==> config.mk <==
export PLATFORM = sky130hd
export DESIGN_NAME = mem_axi_bridge_flat
export DESIGN_NICKNAME = d
export VERILOG_FILES = /design/src/rtl/mem_axi_bridge_if.sv /design/src/rtl/mem_axi_bridge.sv /design/src/flat_wrapper.sv
export SDC_FILE = /design/constraint.sdc
export NUM_CORES = 1
export LEC_CHECK = 0
export BUFFER_PORTS_ARGS = -buffer_cell sky130_fd_sc_hd__buf_4
export CAP_MARGIN = 0
export CORE_AREA = 8 8 165 167
export DETAILED_ROUTE_END_ITERATION = 8
export DIE_AREA = 0 0 173 175
export PLACE_DENSITY = 0.73
export SETUP_SLACK_MARGIN = 0.1
export SLEW_MARGIN = 10
export SYNTH_ARGS = -nofsm -noshare
export SYNTH_HDL_FRONTEND = slang
export SYNTH_SLANG_ARGS = --single-unit
==> constraint.sdc <==
create_clock -name clk -period 5.3 [get_ports clk]
set_input_delay 0.53 -clock clk [delete_from_list [all_inputs] [get_ports clk]]
set_output_delay 0.53 -clock clk [all_outputs]
set_load 0.005 [all_outputs]
==> src/rtl/mem_axi_bridge_if.sv <==
// AXI4 master channel bundle between the bridge and the DDR controller port.
// The bridge takes the master modport and the memory takes the slave modport.
interface mem_axi_bridge_if #(
   parameter int MEM_DATA_LEN = 64,
   parameter int AXI_ADDR_LEN = 32
);
   logic [AXI_ADDR_LEN-1:0] m_araddr;
   logic [7:0]              m_arlen;
   logic                    m_arvalid;
   logic                    m_arready;
   logic [MEM_DATA_LEN-1:0] m_rdata;
   logic                    m_rlast;
   logic                    m_rvalid;
   logic                    m_rready;
   logic [AXI_ADDR_LEN-1:0] m_awaddr;
   logic [7:0]              m_awlen;
   logic                    m_awvalid;
   logic                    m_awready;
   logic [MEM_DATA_LEN-1:0] m_wdata;
   logic                    m_wlast;
   logic                    m_wvalid;
   logic                    m_wready;
   logic [1:0]              m_bresp;
   logic                    m_bvalid;
   logic                    m_bready;

   modport master (
      output m_araddr, m_arlen, m_arvalid, input m_arready,
      input  m_rdata, m_rlast, m_rvalid, output m_rready,
      output m_awaddr, m_awlen, m_awvalid, input m_awready,
      output m_wdata, m_wlast, m_wvalid, input m_wready,
      input  m_bresp, m_bvalid, output m_bready
   );

   modport slave (
      input  m_araddr, m_arlen, m_arvalid, output m_arready,
      output m_rdata, m_rlast, m_rvalid, input m_rready,
      input  m_awaddr, m_awlen, m_awvalid, output m_awready,
      input  m_wdata, m_wlast, m_wvalid, output m_wready,
      output m_bresp, m_bvalid, input m_bready
   );
endinterface

==> src/rtl/mem_axi_bridge.sv <==
// Serialises the image stage's single-request read/write bursts into AXI4
// master transactions; one transaction in flight, round-robin on ties.
module mem_axi_bridge #(
   parameter int MEM_DATA_LEN   = 64,
   parameter int ADDR_LEN       = 32,
   parameter int AXI_ADDR_LEN   = 32,
   parameter int ADDR_SHIFT     = 3,
   parameter int MAX_BURST      = 256,
   parameter int TIMEOUT_CYCLES = 4095
) (
   input  logic                    clk,
   input  logic                    rst,
   input  logic                    rd_valid,
   input  logic [9:0]              rd_burst_len,
   input  logic [ADDR_LEN-1:0]     rd_addr,
   output logic                    rd_ready,
   output logic [MEM_DATA_LEN-1:0] rd_data,
   output logic                    rd_burst_finish,
   input  logic                    wr_valid,
   input  logic [9:0]              wr_burst_len,
   input  logic [ADDR_LEN-1:0]     wr_addr,
   input  logic [MEM_DATA_LEN-1:0] wr_data,
   output logic                    wr_ready,
   output logic                    wr_burst_finish,
   mem_axi_bridge_if.master        axi,
   output logic                    error
);
   localparam int BW = $clog2(MAX_BURST + 1);
   localparam int TW = $clog2(TIMEOUT_CYCLES + 1);
   localparam logic [9:0]    MAX_LEN = 10'(MAX_BURST);
   localparam logic [TW-1:0] TMO     = TW'(TIMEOUT_CYCLES);

   typedef enum logic [2:0] {IDLE, RD_ADDR, RD_DATA, WR_ADDR, WR_DATA, WR_RESP, DONE} state_t;
   state_t state, nxt;

   logic [BW-1:0] blen, bcnt, rd_clamp, wr_clamp;
   logic [TW-1:0] tcnt;
   logic          cur_wr, last_wr, at_last, hs, rd_oor, wr_oor;

   function automatic logic [BW-1:0] clamp_len(input logic [9:0] len);
      if (len == 10'd0)         return BW'(1);
      else if (len > MAX_LEN)   return BW'(MAX_BURST);
      else                      return BW'(len);
   endfunction

   assign rd_clamp = clamp_len(rd_burst_len);
   assign wr_clamp = clamp_len(wr_burst_len);
   assign rd_oor   = (rd_burst_len == 10'd0) || (rd_burst_len > MAX_LEN);
   assign wr_oor   = (wr_burst_len == 10'd0) || (wr_burst_len > MAX_LEN);
   // one beat counter serves both directions since only one burst is ever active
   assign at_last  = (bcnt == blen - 1'b1);
   assign hs = (axi.m_arvalid & axi.m_arready) | (axi.m_rready & axi.m_rvalid) |
               (axi.m_awvalid & axi.m_awready) | (axi.m_wvalid & axi.m_wready) |
               (axi.m_bready & axi.m_bvalid);

   always_ff @(posedge clk or negedge rst) begin
      if (!rst) state <= IDLE;
      else      state <= nxt;
   end

   always_comb begin
      nxt             = state;
      axi.m_arvalid   = 1'b0;
      axi.m_rready    = 1'b0;
      axi.m_awvalid   = 1'b0;
      axi.m_wvalid    = 1'b0;
      axi.m_wlast     = 1'b0;
      axi.m_wdata     = '0;
      axi.m_bready    = 1'b0;
      wr_ready        = 1'b0;
      rd_burst_finish = 1'b0;
      wr_burst_finish = 1'b0;
      case (state)
         IDLE: begin
            // on a tie the grant goes to whichever side did not win last time
            if (rd_valid && (!wr_valid || last_wr)) nxt = RD_ADDR;
            else if (wr_valid)                      nxt = WR_ADDR;
         end
         RD_ADDR: begin
            axi.m_arvalid = 1'b1;
            if (axi.m_arready) nxt = RD_DATA;
         end
         RD_DATA: begin
            axi.m_rready = 1'b1;
            if (axi.m_rvalid && axi.m_rlast) nxt = DONE;
         end
         WR_ADDR: begin
            axi.m_awvalid = 1'b1;
            if (axi.m_awready) nxt = WR_DATA;
         end
         WR_DATA: begin
            axi.m_wvalid = 1'b1;
            axi.m_wdata  = wr_data;
            axi.m_wlast  = at_last;
            wr_ready     = axi.m_wready;
            if (axi.m_wready && at_last) nxt = WR_RESP;
         end
         WR_RESP: begin
            axi.m_bready = 1'b1;
            if (axi.m_bvalid) nxt = DONE;
         end
         DONE: begin
            rd_burst_finish = !cur_wr;
            wr_burst_finish = cur_wr;
            nxt             = IDLE;
         end
         default: nxt = IDLE;
      endcase
   end

   always_ff @(posedge clk or negedge rst) begin
      if (!rst) begin
         axi.m_araddr <= '0;
         axi.m_arlen  <= '0;
         axi.m_awaddr <= '0;
         axi.m_awlen  <= '0;
         rd_ready     <= 1'b0;
         rd_data      <= '0;
         blen         <= '0;
         bcnt         <= '0;
         cur_wr       <= 1'b0;
         last_wr      <= 1'b1;
         tcnt         <= '0;
         error        <= 1'b0;
      end else begin
         rd_ready <= 1'b0;
         if (state == IDLE && nxt == RD_ADDR) begin
            axi.m_araddr <= AXI_ADDR_LEN'({rd_addr, {ADDR_SHIFT{1'b0}}});
            axi.m_arlen  <= 8'(rd_clamp - 1'b1);
            blen         <= rd_clamp;
            bcnt         <= '0;
            cur_wr       <= 1'b0;
            if (rd_oor) error <= 1'b1;
         end
         if (state == IDLE && nxt == WR_ADDR) begin
            axi.m_awaddr <= AXI_ADDR_LEN'({wr_addr, {ADDR_SHIFT{1'b0}}});
            axi.m_awlen  <= 8'(wr_clamp - 1'b1);
            blen         <= wr_clamp;
            bcnt         <= '0;
            cur_wr       <= 1'b1;
            if (wr_oor) error <= 1'b1;
         end
         if (state == RD_DATA && axi.m_rvalid) begin
            rd_ready <= 1'b1;
            rd_data  <= axi.m_rdata;
            bcnt     <= bcnt + 1'b1;
            // slave's rlast must land exactly on our expected count; the burst still ends on rlast
            if (axi.m_rlast != at_last) error <= 1'b1;
         end
         if (state == WR_DATA && axi.m_wready) bcnt <= bcnt + 1'b1;
         if (state == WR_RESP && axi.m_bvalid && axi.m_bresp != 2'b00) error <= 1'b1;
         if (state == DONE) last_wr <= cur_wr;
         // stall watchdog only flags; aborting would break the AXI protocol
         if (state == IDLE || hs) tcnt <= '0;
         else if (tcnt != TMO) begin
            tcnt <= tcnt + 1'b1;
            if (tcnt == TMO - 1'b1) error <= 1'b1;
         end
      end
   end
endmodule

==> src/flat_wrapper.sv <==
// flat-port wrapper written by rule: the top's interface ports become plain ports
module mem_axi_bridge_flat 
#(
   parameter int MEM_DATA_LEN   = 64,
   parameter int ADDR_LEN       = 32,
   parameter int AXI_ADDR_LEN   = 32,
   parameter int ADDR_SHIFT     = 3,
   parameter int MAX_BURST      = 256,
   parameter int TIMEOUT_CYCLES = 4095
)
  (clk, rst, rd_valid, rd_burst_len, rd_addr, rd_ready, rd_data, rd_burst_finish, wr_valid, wr_burst_len, wr_addr, wr_data, wr_ready, wr_burst_finish, error, axi_m_araddr, axi_m_arlen, axi_m_arvalid, axi_m_arready, axi_m_rdata, axi_m_rlast, axi_m_rvalid, axi_m_rready, axi_m_awaddr, axi_m_awlen, axi_m_awvalid, axi_m_awready, axi_m_wdata, axi_m_wlast, axi_m_wvalid, axi_m_wready, axi_m_bresp, axi_m_bvalid, axi_m_bready);
  mem_axi_bridge_if #(.MEM_DATA_LEN(MEM_DATA_LEN), .AXI_ADDR_LEN(AXI_ADDR_LEN)) axi_i ();
  input  logic clk;
  input  logic rst;
  input  logic rd_valid;
  input  logic [9:0] rd_burst_len;
  input  logic [ADDR_LEN-1:0] rd_addr;
  output logic rd_ready;
  output logic [MEM_DATA_LEN-1:0] rd_data;
  output logic rd_burst_finish;
  input  logic wr_valid;
  input  logic [9:0] wr_burst_len;
  input  logic [ADDR_LEN-1:0] wr_addr;
  input  logic [MEM_DATA_LEN-1:0] wr_data;
  output logic wr_ready;
  output logic wr_burst_finish;
  output logic error;
  output wire logic [$bits(axi_i.m_araddr)-1:0] axi_m_araddr;
  output wire logic [$bits(axi_i.m_arlen)-1:0] axi_m_arlen;
  output wire logic [$bits(axi_i.m_arvalid)-1:0] axi_m_arvalid;
  input wire logic [$bits(axi_i.m_arready)-1:0] axi_m_arready;
  input wire logic [$bits(axi_i.m_rdata)-1:0] axi_m_rdata;
  input wire logic [$bits(axi_i.m_rlast)-1:0] axi_m_rlast;
  input wire logic [$bits(axi_i.m_rvalid)-1:0] axi_m_rvalid;
  output wire logic [$bits(axi_i.m_rready)-1:0] axi_m_rready;
  output wire logic [$bits(axi_i.m_awaddr)-1:0] axi_m_awaddr;
  output wire logic [$bits(axi_i.m_awlen)-1:0] axi_m_awlen;
  output wire logic [$bits(axi_i.m_awvalid)-1:0] axi_m_awvalid;
  input wire logic [$bits(axi_i.m_awready)-1:0] axi_m_awready;
  output wire logic [$bits(axi_i.m_wdata)-1:0] axi_m_wdata;
  output wire logic [$bits(axi_i.m_wlast)-1:0] axi_m_wlast;
  output wire logic [$bits(axi_i.m_wvalid)-1:0] axi_m_wvalid;
  input wire logic [$bits(axi_i.m_wready)-1:0] axi_m_wready;
  input wire logic [$bits(axi_i.m_bresp)-1:0] axi_m_bresp;
  input wire logic [$bits(axi_i.m_bvalid)-1:0] axi_m_bvalid;
  output wire logic [$bits(axi_i.m_bready)-1:0] axi_m_bready;
  assign axi_m_araddr = axi_i.m_araddr;
  assign axi_m_arlen = axi_i.m_arlen;
  assign axi_m_arvalid = axi_i.m_arvalid;
  assign axi_i.m_arready = axi_m_arready;
  assign axi_i.m_rdata = axi_m_rdata;
  assign axi_i.m_rlast = axi_m_rlast;
  assign axi_i.m_rvalid = axi_m_rvalid;
  assign axi_m_rready = axi_i.m_rready;
  assign axi_m_awaddr = axi_i.m_awaddr;
  assign axi_m_awlen = axi_i.m_awlen;
  assign axi_m_awvalid = axi_i.m_awvalid;
  assign axi_i.m_awready = axi_m_awready;
  assign axi_m_wdata = axi_i.m_wdata;
  assign axi_m_wlast = axi_i.m_wlast;
  assign axi_m_wvalid = axi_i.m_wvalid;
  assign axi_i.m_wready = axi_m_wready;
  assign axi_i.m_bresp = axi_m_bresp;
  assign axi_i.m_bvalid = axi_m_bvalid;
  assign axi_m_bready = axi_i.m_bready;
  mem_axi_bridge #(.MEM_DATA_LEN(MEM_DATA_LEN), .ADDR_LEN(ADDR_LEN), .AXI_ADDR_LEN(AXI_ADDR_LEN), .ADDR_SHIFT(ADDR_SHIFT), .MAX_BURST(MAX_BURST), .TIMEOUT_CYCLES(TIMEOUT_CYCLES)) u_core (.clk(clk), .rst(rst), .rd_valid(rd_valid), .rd_burst_len(rd_burst_len), .rd_addr(rd_addr), .rd_ready(rd_ready), .rd_data(rd_data), .rd_burst_finish(rd_burst_finish), .wr_valid(wr_valid), .wr_burst_len(wr_burst_len), .wr_addr(wr_addr), .wr_data(wr_data), .wr_ready(wr_ready), .wr_burst_finish(wr_burst_finish), .axi(axi_i), .error(error));
endmodule
# ---- After elaboration in Yosys (flattened, before gate mapping)
# Index checks and enable logic that the tools add are counted.
dict set report totals {
  output_inout_bits 219
  reg_bits 175
  wordCells 106
}
dict set report classes {
  bitwise 9
  n_eq_ne 12
  n_reduce_logical 22
  addsub 5
  magnitude_cmp 2
  mux 43
}
# op n
set op_table {}
lappend op_table {{2-to-1 mux 9 bit} 10}
lappend op_table {{2-to-1 mux 64 bit} 1}
lappend op_table {{2-to-1 mux 12 bit} 2}
lappend op_table {{2-to-1 mux 1 bit} 22}
lappend op_table {{2-to-1 mux 3 bit} 7}
lappend op_table {{> comparator 10 x 9 -> 1 bit, second input constant} 2}
lappend op_table {{zero test 10 bit} 2}
lappend op_table {{one-hot mux 3 bit (6 select lines)} 1}
lappend op_table {{subtractor 8 x 1 -> 8 bit, second input constant} 2}
lappend op_table {{adder 12 x 1 -> 12 bit, second input constant} 1}
lappend op_table {{== test 12 bit, second input constant} 1}
lappend op_table {{!= test 12 bit, second input constant} 1}
lappend op_table {{adder 9 x 1 -> 9 bit, second input constant} 1}
lappend op_table {{== test 3 x 2 -> 1 bit, second input constant} 3}
lappend op_table {{== test 3 bit, second input constant} 3}
lappend op_table {{== test 9 bit} 1}
lappend op_table {{logical AND 1 bit} 9}
lappend op_table {{subtractor 9 x 1 -> 9 bit, second input constant} 1}
lappend op_table {{== test 3 x 1 -> 1 bit, second input constant} 2}
lappend op_table {{nonzero test 2 bit} 3}
lappend op_table {{bitwise AND 1 bit} 5}
lappend op_table {{logical OR 1 bit} 4}
lappend op_table {{bitwise OR 1 bit} 4}
lappend op_table {{nonzero test 4 bit} 1}
lappend op_table {{other kinds (3)} 4}

# ---- Depth between registers and ports, before layout
# Gate-level depths: netlist of the first run.
dict set report depth {
  word_depth 16
  depth_mapped 9
  ltp_nobuf 8
}

# ---- Worst setup path before layout of the first run
# Ideal clock, no wire load.
dict set report synth_path {
  kind {in2reg}
  startpoint {in wr_burst_len[5]}
  endpoint {reg u_core.axi.m_awlen[6]}
  path_slack_ns 2.595
  arrival_time_ns 2.609
  stages 8
  t_required_ns 5.204
  cell_sequence {or4_4 -> or4b_4 -> a211o_1 -> ha_1 -> buf_1 -> nand3_1 -> o22ai_1 -> o31ai_1}
}
dict set report synth_via {
  elab_chain_len 4
  word_cells_on_any_way 5
  cone_classes {1 x add/sub; 1 x order compare; 2 x mux; 1 x reduce/logical}
}
# element line_no
set synth_lines {}
lappend synth_lines {{start, declared} flat_wrapper.sv:22} ;# input logic [9:0] wr_burst_len;
lappend synth_lines {{> comparator 10 x 9 -> 1 bit} mem_axi_bridge.sv:42} ;# else if (len > MAX_LEN) return BW'(MAX_BURST);
lappend synth_lines {{2-to-1 mux 9 bit} mem_axi_bridge.sv:42}
lappend synth_lines {{2-to-1 mux 9 bit *} mem_axi_bridge.sv:41} ;# if (len == 10'd0) return BW'(1);
lappend synth_lines {{subtractor 8 x 1 -> 8 bit *} mem_axi_bridge.sv:137} ;# axi.m_awlen <= 8'(wr_clamp - 1'b1);
lappend synth_lines {{end signal, assigned} mem_axi_bridge.sv:137}
lappend synth_lines {{end, declared} mem_axi_bridge_if.sv:30} ;# output m_awaddr, m_awlen, m_awvalid, input m_awready,
# Mark *: on every way between the ends. The rest lies on a longest branch, timed or not.
# A chain may end at the register's enable or synchronous reset.

# ---- Final worst setup path of the first run
dict set report layout_path {
  startpoint {reg u_core.state[1]}
  endpoint {reg u_core.blen[3]}
}
dict set report layout_via {
  elab_chain_len 6
  word_cells_on_any_way 20
  cone_classes {7 x eq/ne; 9 x mux; 4 x reduce/logical}
}
# element line_no
set layout_lines {}
lappend layout_lines {{start, declared} mem_axi_bridge.sv:34} ;# state_t state, nxt;
lappend layout_lines {{start signal, assigned} mem_axi_bridge.sv:58} ;# else state <= nxt;
lappend layout_lines {{2-to-1 mux 3 bit} mem_axi_bridge.sv:77} ;# else if (wr_valid) nxt = WR_ADDR;
lappend layout_lines {{2-to-1 mux 3 bit} mem_axi_bridge.sv:76} ;# if (rd_valid && (!wr_valid || last_wr)) nxt = RD_ADDR;
lappend layout_lines {{one-hot mux 3 bit (6 select lines)} mem_axi_bridge.sv:73} ;# case (state)
lappend layout_lines {{== test 3 x 2 -> 1 bit or == test 3 x 1 -> 1 bit (tied branches)} {mem_axi_bridge.sv:135, mem_axi_bridge.sv:127}}
lappend layout_lines {{logical AND 1 bit, on equally long branches} {mem_axi_bridge.sv:135, mem_axi_bridge.sv:127}}
lappend layout_lines {{2-to-1 mux 9 bit or nonzero test 2 bit (tied branches)} --}
lappend layout_lines {{end signal, assigned} mem_axi_bridge.sv:130} ;# blen <= rd_clamp;
lappend layout_lines {{end signal, assigned} mem_axi_bridge.sv:138} ;# blen <= wr_clamp;
lappend layout_lines {{end, declared} mem_axi_bridge.sv:36} ;# logic [BW-1:0] blen, bcnt, rd_clamp, wr_clamp;
# Parallel ways exist; a longest one is shown, timed or not.

==> run metrics, run 1 <==
outcome=finished clean; fin crit share=63.0%; Sink Count=175; cell count after synthesis=708; Final ANT Viol Nets=0; Crit path largest cell delay=0.65 ns; area taken by multi-input logic gates=0.00364 sq mm; Setup crit start kind=register; Die W=173 um; wire length of the first global-routing pass=42.5 mm; Max-Slew Margin vs Limit=29.9%; WP buf/inv=2; RSZ-0062 raised after global routing=false; DR vias/cell=4.76; final WL=27.4 mm; setup repair bufs after CTS=0; total CTS buffers=17; clock network fraction of total power=20.1%; clk root buf=clkbuf_16; EDFF count, synth=0; dpl hpwl=21.8 mm; Wirelength per Cell=18.6 um; Period minus WS final=3.34 ns; post-synth cell types=65; Die H=175 um; Setup WS pre-CTS=2.06 ns; Avg Cell Area, Syn=11.7 sq um; Critical Path AT=3.69 ns; Synth Flop Type=dfrtp_1; total track usage=17.7%; initial antenna violation count=8; Initial Utilization=33.5%; Clock Path Buffers=2; CP Data Required Time=5.65 ns; Final setup viols=0; Worst-path clk slew=0.07 ns; Via Count=7028; most frequent cells in the layout=433 x buf_4, 174 x dfrtp_1, 123 x mux2_2; vias in the first global route=7391; VDD IR max=0.240 mV; Max Fclk=300 MHz; post-cts resize count=0; switching portion of total power=33.2%; Placement Rows=58; # fillers=2237; critical path peak fanout=40; Max Slew Vio Count=0; GRT overflow=0; Worst Hold Class=primary input to async pin; crit-path cells=nor3_1, o21a_1, nand4_1, buf_4, nor4_1, a222oi_1, inv_1; Seq/Total Area, Yosys=53.0%; clk_lat worst skew=0.43 ns; hold slack=0.228 ns; final setup margin=1.96 ns; PortBufs=430; Async SR Flop Fraction=100%; Register Area=0.00438 sq mm; area delta synth->final=50.3%; final cell count without fillers=1477; Pre-antenna DRT Iters=8; H-tree depth=4; Placer Congestion=0.886; Worst Clk Skew=0.0129 ns; DRC Markers=0; Cell Area, Placed=0.0118 sq mm; power share of the combinational group=43.2%; DRT iter0 DRCs=416; CTS Hold Bufs=0; Final Instance Area=0.0124 sq mm; Netlist Area Pre-Place=0.00826 sq mm; largest net degree at the start of global routing=176; Top delay family on crit path=simple AND/OR/NAND/NOR gates; cell count after placement=1438; WP depth=7; fraction of layout instances using a drive strength above 1=53.2%; YS warnings=0; critical path endpoint category=register; leakage=6.07 nW; Sequential Power Share=36.8%; Hold Vio Cnt, Final=0; die area=0.0303 sq mm; Internal Pwr Total=0.00427 W; Slowest-stage cell, CP=nor4_1; Worst-Margin Slew=1.04 ns; MaxCap Viol Count=0; core area=0.0247 sq mm; CTS tree=done; post-route setup TNS=0 ns; I/O Pins=443; Final nets=1357; Seq cells post-synth=175; worst setup path class=register to register; pwr dens=515 mW/mm^2; leading cell type in the layout, fill and taps excluded=buf_4; Psw=0.00212 W; Worst R2R Path Depth=7
[Yosys cell counts (5+ instances only)]
library cell / number / share of area (%)
mux2_2: 123 / 17
nand4_1: 12 / 0.91
and3_1: 7 / 0.53
ha_1: 6 / 0.91
o31ai_1: 5 / 0.45
buf_4: 6 / 0.55
nor3_1: 13 / 0.79
buf_2: 7 / 0.42
o21ai_0: 19 / 1.2
xnor2_1: 8 / 0.85
nor2_1: 32 / 1.5
xor2_1: 16 / 1.7
dfrtp_1: 174 / 53
inv_1: 19 / 0.86
nand3_1: 11 / 0.67
nand2_1: 41 / 1.9
clkbuf_1: 18 / 0.82
buf_1: 7 / 0.32
nor2b_1: 6 / 0.45
a21oi_1: 18 / 1.1
a21o_1: 6 / 0.55
and2_1: 68 / 5.1
[worst reg2reg max path, stage by stage (launching register included)]
cell,delay (ns)
dfrtp_1,0.53
nor3_1,0.43
o21a_1,0.33
nand4_1,0.51
buf_4,0.48
nor4_1,0.66
a222oi_1,0.21
inv_1,0.12
[per-layer routing]
layer  GRT usage, %  wire length (um)  part of all wire [%]
met1           18.9             10200                    37
met2           31.2             14300                    52
met3           6.43              2200                   8.0
met4           7.40               703                   2.6
met5              0                 0                     0
[flip-flops by register name (all words and copies together), names as in the netlist]
name / cells
u_core.axi.m_awlen: 8
u_core.state: 3
u_core.error: 1
u_core.rd_ready: 1
u_core.axi.m_araddr: 29
u_core.last_wr: 1
u_core.cur_wr: 1
u_core.axi.m_awaddr: 29
u_core.axi.m_arlen: 8
u_core.blen: 9
u_core.rd_data: 64
u_core.tcnt: 12
u_core.bcnt: 9
[stage by stage]
| step | total power, W | util, % |
|---|---|---|
| global route | 0.00683 | 50.3 |
| CTS | 0.00652 | 50.3 |
| global placement | 0.00511 | 47.8 |
| detailed placement | 0.00520 | 47.8 |
| floorplan | 0.00365 | - |
| finish | 0.00640 | 50.3 |
[power by group through the flow]
stage,logic (W),clock network [W],registers (W)
floorplan,0.00132,0,0.00234
global placement,0.00277,0,0.00234
detailed placement,0.00282,0,0.00238
CTS,0.00283,0.00133,0.00236
global route,0.00302,0.00138,0.00244
finish,0.00276,0.00129,0.00235
[worst paths after layout]
kind	startpoint	end	slack (ns)
max in group asynchronous	rst	u_core.axi.m_awaddr[17]$_DFFE_PN0P_	4.28
hold reg to reg	u_core.axi.m_arlen[6]$_DFFE_PN0P_	u_core.axi.m_arlen[6]$_DFFE_PN0P_	0.48
setup / recovery	u_core.state[1]$_DFF_PN0_	u_core.blen[3]$_DFFE_PN0P_	1.96
setup reg to reg	u_core.state[1]$_DFF_PN0_	u_core.blen[3]$_DFFE_PN0P_	1.96
min in group clk	axi_m_rdata[49]	u_core.rd_data[49]$_DFFE_PN0P_	0.33
hold / removal	rst	u_core.axi.m_awlen[2]$_DFFE_PN0P_	0.23
[final cells by class]
type	instances	share of cell area, %
Tap cell	330	3.32
Timing Repair Buffer	435	26.4
Inverter	19	0.574
Sequential cell	175	35.3
Multi-Input combinational cell	479	29.3
Antenna cell	7	0.141
Clock inverter	14	1.41
Clock buffer	18	3.54
[logic make-up after synthesis]
logic type / after synthesis / share of synthesized area, %
AO/OA/AOI/OAI: 90 / 7.54
multiplexers: 124 / 17.0
flip-flops: 175 / 53.0
AND/OR/NAND/NOR: 229 / 15.6
buffers and inverters: 59 / 3.27
XOR/XNOR: 24 / 2.54
adder cells (fa/ha/maj): 6 / 0.909
other: 1 / 0.0454
Power figures use the tool's default switching activity.
==> run 2, diff against run 1 <==
Settings changed: PLACE_DENSITY 0.73 to 0.75.
Clock period 5.3 ns to 2.74 ns, I/O delays scaled along.
==> run 2 against run 1 <==
Wire length up 1.5%. Highest routed layer unchanged. Cell count up 0.61%. Sequential share of layout area down 0.38 points. Clock power up 98%. Global-route usage up 0.24 points. Hold slack worse by 0.15 ns. Flip-flop and latch count unchanged. Combinational power up 100%. Die area unchanged. First-iteration DRC count down 20%. Utilization up 0.55 points.
==> run metrics, run 2 (synthesis gave the netlist of run 1 again) <==
Worst Clk Skew=0.0151 ns; H-tree depth=4; fraction of layout instances using a drive strength above 1=54.0%; Max-Slew Margin vs Limit=25.7%; core area=0.0247 sq mm; worst setup path class=register to output port; GRT overflow=0; Pre-antenna DRT Iters=5; Final setup viols=0; total CTS buffers=17; initial antenna violation count=2; biggest regs=u_core.rd_data (64), u_core.axi.m_araddr (29), u_core.axi.m_awaddr (29); clk_lat worst skew=0.42 ns; die area=0.0303 sq mm; Power Total=0.0126 W; I/O Pins=443; leading cell type in the layout, fill and taps excluded=buf_4; Psw=0.00413 W; Setup crit start kind=register; Final Instance Area=0.0126 sq mm; RSZ-0062 raised after global routing=false; total track usage=17.9%; dpl hpwl=22.2 mm; DR vias/cell=4.76; area delta synth->final=52.0%; CP Data Required Time=2.47 ns; most frequent cells in the layout=444 x buf_4, 174 x dfrtp_1, 123 x mux2_2; Critical Path AT=2.18 ns; Cell Area, Placed=0.0119 sq mm; Sequential Power Share=35.7%; DRC Markers=0; clk root buf=clkbuf_16; fin crit share=89.7%; pwr dens=1010 mW/mm^2; Period minus WS final=2.46 ns; Sink Count=175; final WL=27.8 mm; Clock Path Buffers=2; final setup margin=0.282 ns; Internal Pwr Total=0.00851 W; Setup WS pre-CTS=0.0839 ns; max reg flops=64; critical path endpoint category=output port; Worst-path clk slew=0.08 ns; critical path peak fanout=5; Max Fclk=407 MHz; Biggest register=u_core.rd_data; VDD IR max=0.517 mV; leakage=6.16 nW; clock network fraction of total power=20.3%; switching portion of total power=32.7%; largest net degree at the start of global routing=72; vias in the first global route=7491; Placer Congestion=0.863; outcome=finished clean; Max Slew Vio Count=0; Hold Vio Cnt, Final=0; Die W=173 um; CTS tree=done; hold slack=0.0813 ns; Worst-Margin Slew=1.11 ns; DRT iter0 DRCs=334; power share of the combinational group=44.1%; Via Count=7073; Final nets=1371; Final ANT Viol Nets=0; MaxCap Viol Count=0; Placement Rows=58; post-route setup TNS=0 ns; Initial Utilization=33.5%; Wirelength per Cell=18.7 um; wire length of the first global-routing pass=43.3 mm; Die H=175 um; PortBufs=430; Worst Hold Class=primary input to register
[run 2: power groups by stage]
stage	Combinational (W)	Clock (W)	Sequential, W
3_3_place_gp	0.00549	0	0.00449
3_5_place_dp	0.00560	0	0.00455
5_1_grt	0.00608	0.00274	0.00466
4_1_cts	0.00564	0.00264	0.00451
2_1_floorplan	0.00255	0	0.00452
6_report	0.00557	0.00256	0.00451
[run 2: through the flow]
| step | cells | util, % |
|---|---|---|
| after floorplan | 713 | - |
| after detailed placement | 1449 | 48.2 |
| after global routing | 1486 | 50.9 |
| after global placement | 1449 | 48.2 |
| final | 1486 | 50.9 |
| after CTS | 1483 | 50.8 |
[run 2: path summary, 6_finish.rpt]
path,start,end,slack [ns],depth (start not counted)
max,u_core.blen[0]$_DFFE_PN0P_,axi_m_wlast,0.28,8
min,axi_m_rdata[29],u_core.rd_data[29]$_DFFE_PN0P_,0.08,2
max reg2reg,u_core.state[1]$_DFF_PN0_,u_core.axi.m_arlen[6]$_DFFE_PN0P_,0.53,6
min reg2reg,u_core.axi.m_arlen[5]$_DFFE_PN0P_,u_core.axi.m_arlen[5]$_DFFE_PN0P_,0.48,2
max in group asynchronous,rst,u_core.axi.m_awlen[0]$_DFFE_PN0P_,1.52,3
min in group asynchronous,rst,u_core.axi.m_awlen[5]$_DFFE_PN0P_,0.46,2
[run 2: cell type report]
type,count,area [sq um]
repair buffers,449,3410
diodes,2,5.00
clock inverters,13,175
clock buffers,19,433
multi-input cells,479,3660
inverters,19,71.3
flip-flops and latches,175,4380
fillers,2244,12100
well taps,330,413
[run 2: worst max-delay path, cell delays in order (launching register included)]
cell and delay [ns]:
dfrtp_1 0.36, inv_1 0.05, ha_2 0.20, nor2b_2 0.19, a2111o_1 0.41, nand3_1 0.11
nor2_1 0.08, nor4b_2 0.21, buf_4 0.16
[run 2: per-layer routing]
layer / global-route usage [%] / routed length [um] / up-vias
met5: 0 / 0 / -
met4: 5.86 / 616 / 0
met3: 5.87 / 2080 / 30
met2: 31.7 / 14500 / 284
met1: 20.1 / 10600 / 3416
li1: - / - / 3343
[run 2: what timing repair did]
action / CTS / global route
resized for setup: 2 / 3
gates cloned: 0 / 0
pin swaps: 0 / 1
endpoints found under the hold margin: 66 / 0
endpoints found under the setup margin: 1 / 1
setup buffers: 1 / 1
hold buffers: 1 / 0
==> run 3, diff against run 2 <==
Settings changed: BUFFER_PORTS_ARGS -buffer_cell sky130_fd_sc_hd__buf_4 to not set, CORE_AREA 8 8 165 167 to 8 8 168 170, DIE_AREA 0 0 173 175 to 0 0 176 178, DONT_BUFFER_PORTS set to 1, PLACE_DENSITY 0.75 to 0.58.
==> run 3 against run 2 <==
The run now ends with hold timing left. Die area rose by 3.5%. Global-route usage fell by 1.5 points. Via count fell by 14%. Cell count fell by 20%. Clock power barely moved. Critical path depth did not move.
==> run metrics, run 3 (synthesis gave the netlist of run 1 again) <==
Worst-Margin Slew=1.02 ns; most frequent cells in the layout=172 x dfrtp_1, 133 x dlygate4sd3_1, 123 x mux2_2; Period minus WS final=2.48 ns; clock network fraction of total power=23.5%; Biggest register=u_core.rd_data; leading cell type in the layout, fill and taps excluded=dfrtp_1; Worst Hold Class=primary input to async pin; DR vias/cell=5.08; final WL=26.9 mm; power share of the combinational group=31.0%; pwr dens=1020 mW/mm^2; Sequential Power Share=45.5%; Internal Pwr Total=0.00695 W; total CTS buffers=17; violated checks=hold timing; Wirelength per Cell=22.6 um; leakage=4.59 nW; Final setup viols=0; initial antenna violation count=5; switching portion of total power=36.0%; Placement Rows=59; worst setup path class=register to output port; Worst Clk Skew=0.0128 ns; Final ANT Viol Nets=0; post-route setup TNS=0 ns; Worst-path clk slew=0.07 ns; core area=0.0256 sq mm; VDD IR max=0.389 mV; Hold Vio Cnt, Final=175; DRC Markers=0; CTS tree=done; area delta synth->final=29.1%; Die W=176 um; Initial Utilization=32.3%; GRT overflow=0; dpl hpwl=19.6 mm; hold slack=-0.442 ns; Critical Path AT=2.20 ns; Worst Setup SP=u_core.blen[1]$_DFFE_PN0P_; I/O Pins=443; fin crit share=90.4%; Max Slew Vio Count=0; PortBufs=0; vias in the first global route=6375; Via Count=6051; Clock Path Buffers=2; Setup crit start kind=register; r2r startpoint=u_core.state[1]$_DFF_PN0_; H-tree depth=4; Die H=178 um; Psw=0.00390 W; wire length of the first global-routing pass=39.8 mm; DRT iter0 DRCs=270; CTS Hold Bufs=133; Pre-antenna DRT Iters=4; Power Total=0.0109 W; CP Data Required Time=2.47 ns; MaxCap Viol Count=0; max reg flops=64; die area=0.0313 sq mm; outcome=complete, but fails checks; biggest regs=u_core.rd_data (64), u_core.axi.m_araddr (29), u_core.axi.m_awaddr (29); critical path peak fanout=5; Sink Count=175; clk_lat worst skew=0.42 ns; Max-Slew Margin vs Limit=31.6%; largest net degree at the start of global routing=176; Placer Congestion=0.793; clk root buf=clkbuf_16; critical path endpoint category=output port; fraction of layout instances using a drive strength above 1=23.2%; Final nets=1070; total track usage=16.4%; Max Fclk=404 MHz; RSZ-0062 raised after global routing=false
==> run 3: per-layer routing <==
layer	track usage [%]	vias up	routed length (um)
li1	-	2750	-
met3	5.36	13	2350
met4	4.27	0	175
met5	0	-	0
met1	17.3	3020	9580
met2	30.8	268	14800
==> run 3: timing repair <==
item	CTS	global route
buffers inserted	2	0
gates resized for setup	1	11
hold endpoints to repair	304	175
setup endpoints to repair	1	1
pin swaps	1	1
==> run 3: worst max-delay path: stages, from the launching register on <==
cell	delay (ns)
dfrtp_1	0.36
inv_1	0.05
ha_2	0.19
nor2b_4	0.14
a2111o_1	0.42
nand3_2	0.10
nor2_2	0.05
nor4b_2	0.29
buf_4	0.18
==> run 3: area by class of cell <==
| type | instances | area, sq um |
|---|---|---|
| Antenna cell | 2 | 5.00 |
| Inverter | 19 | 71.3 |
| Fill cell | 2356 | 14900 |
| Multi-Input combinational cell | 479 | 3690 |
| Clock buffer | 17 | 425 |
| Tap cell | 335 | 419 |
| Clock inverter | 15 | 206 |
| Timing Repair Buffer | 148 | 1470 |
| Sequential cell | 175 | 4380 |
==> run 3: worst paths after layout <==
path | to | slack (ns) | depth (start not counted)
max in group asynchronous | u_core.last_wr$_DFFE_PN1N_ | 2.86 | 0
hold reg to reg | u_core.tcnt[11]$_DFFE_PN0P_ | 0.51 | 1
setup reg to reg | u_core.blen[6]$_DFFE_PN0P_ | 0.54 | 9
min in group clk | u_core.state[0]$_DFF_PN0_ | 0.08 | 3
setup / recovery | axi_m_wlast | 0.26 | 8
hold / removal | u_core.axi.m_awlen[6]$_DFFE_PN0P_ | -0.44 | 0
==> run 3: through the flow <==
| step | instances | setup WS, ns | hold WS (ns) | cell area, sq um | util [%] |
|---|---|---|---|---|---|
| floorplan | 713 | 0.291 | -0.0216 | 8280 | - |
| global placement | 1021 | 0.276 | -0.0120 | 8640 | 33.7 |
| detailed placement | 1021 | 0.232 | -0.0115 | 8640 | 33.7 |
| CTS | 1188 | 0.107 | -0.470 | 10600 | 41.5 |
| global route | 1190 | 0.117 | -0.474 | 10700 | 41.6 |
| finish | 1190 | 0.263 | -0.442 | 10700 | 41.6 |
==> run 3: power by group through the flow <==
stage	clock network, W	registers, W	logic (W)
4_1_cts	0.00264	0.00495	0.00330
3_3_place_gp	0	0.00499	0.00301
6_report	0.00255	0.00494	0.00337
2_1_floorplan	0	0.00452	0.00255
5_1_grt	0.00274	0.00511	0.00371
3_5_place_dp	0	0.00499	0.00310
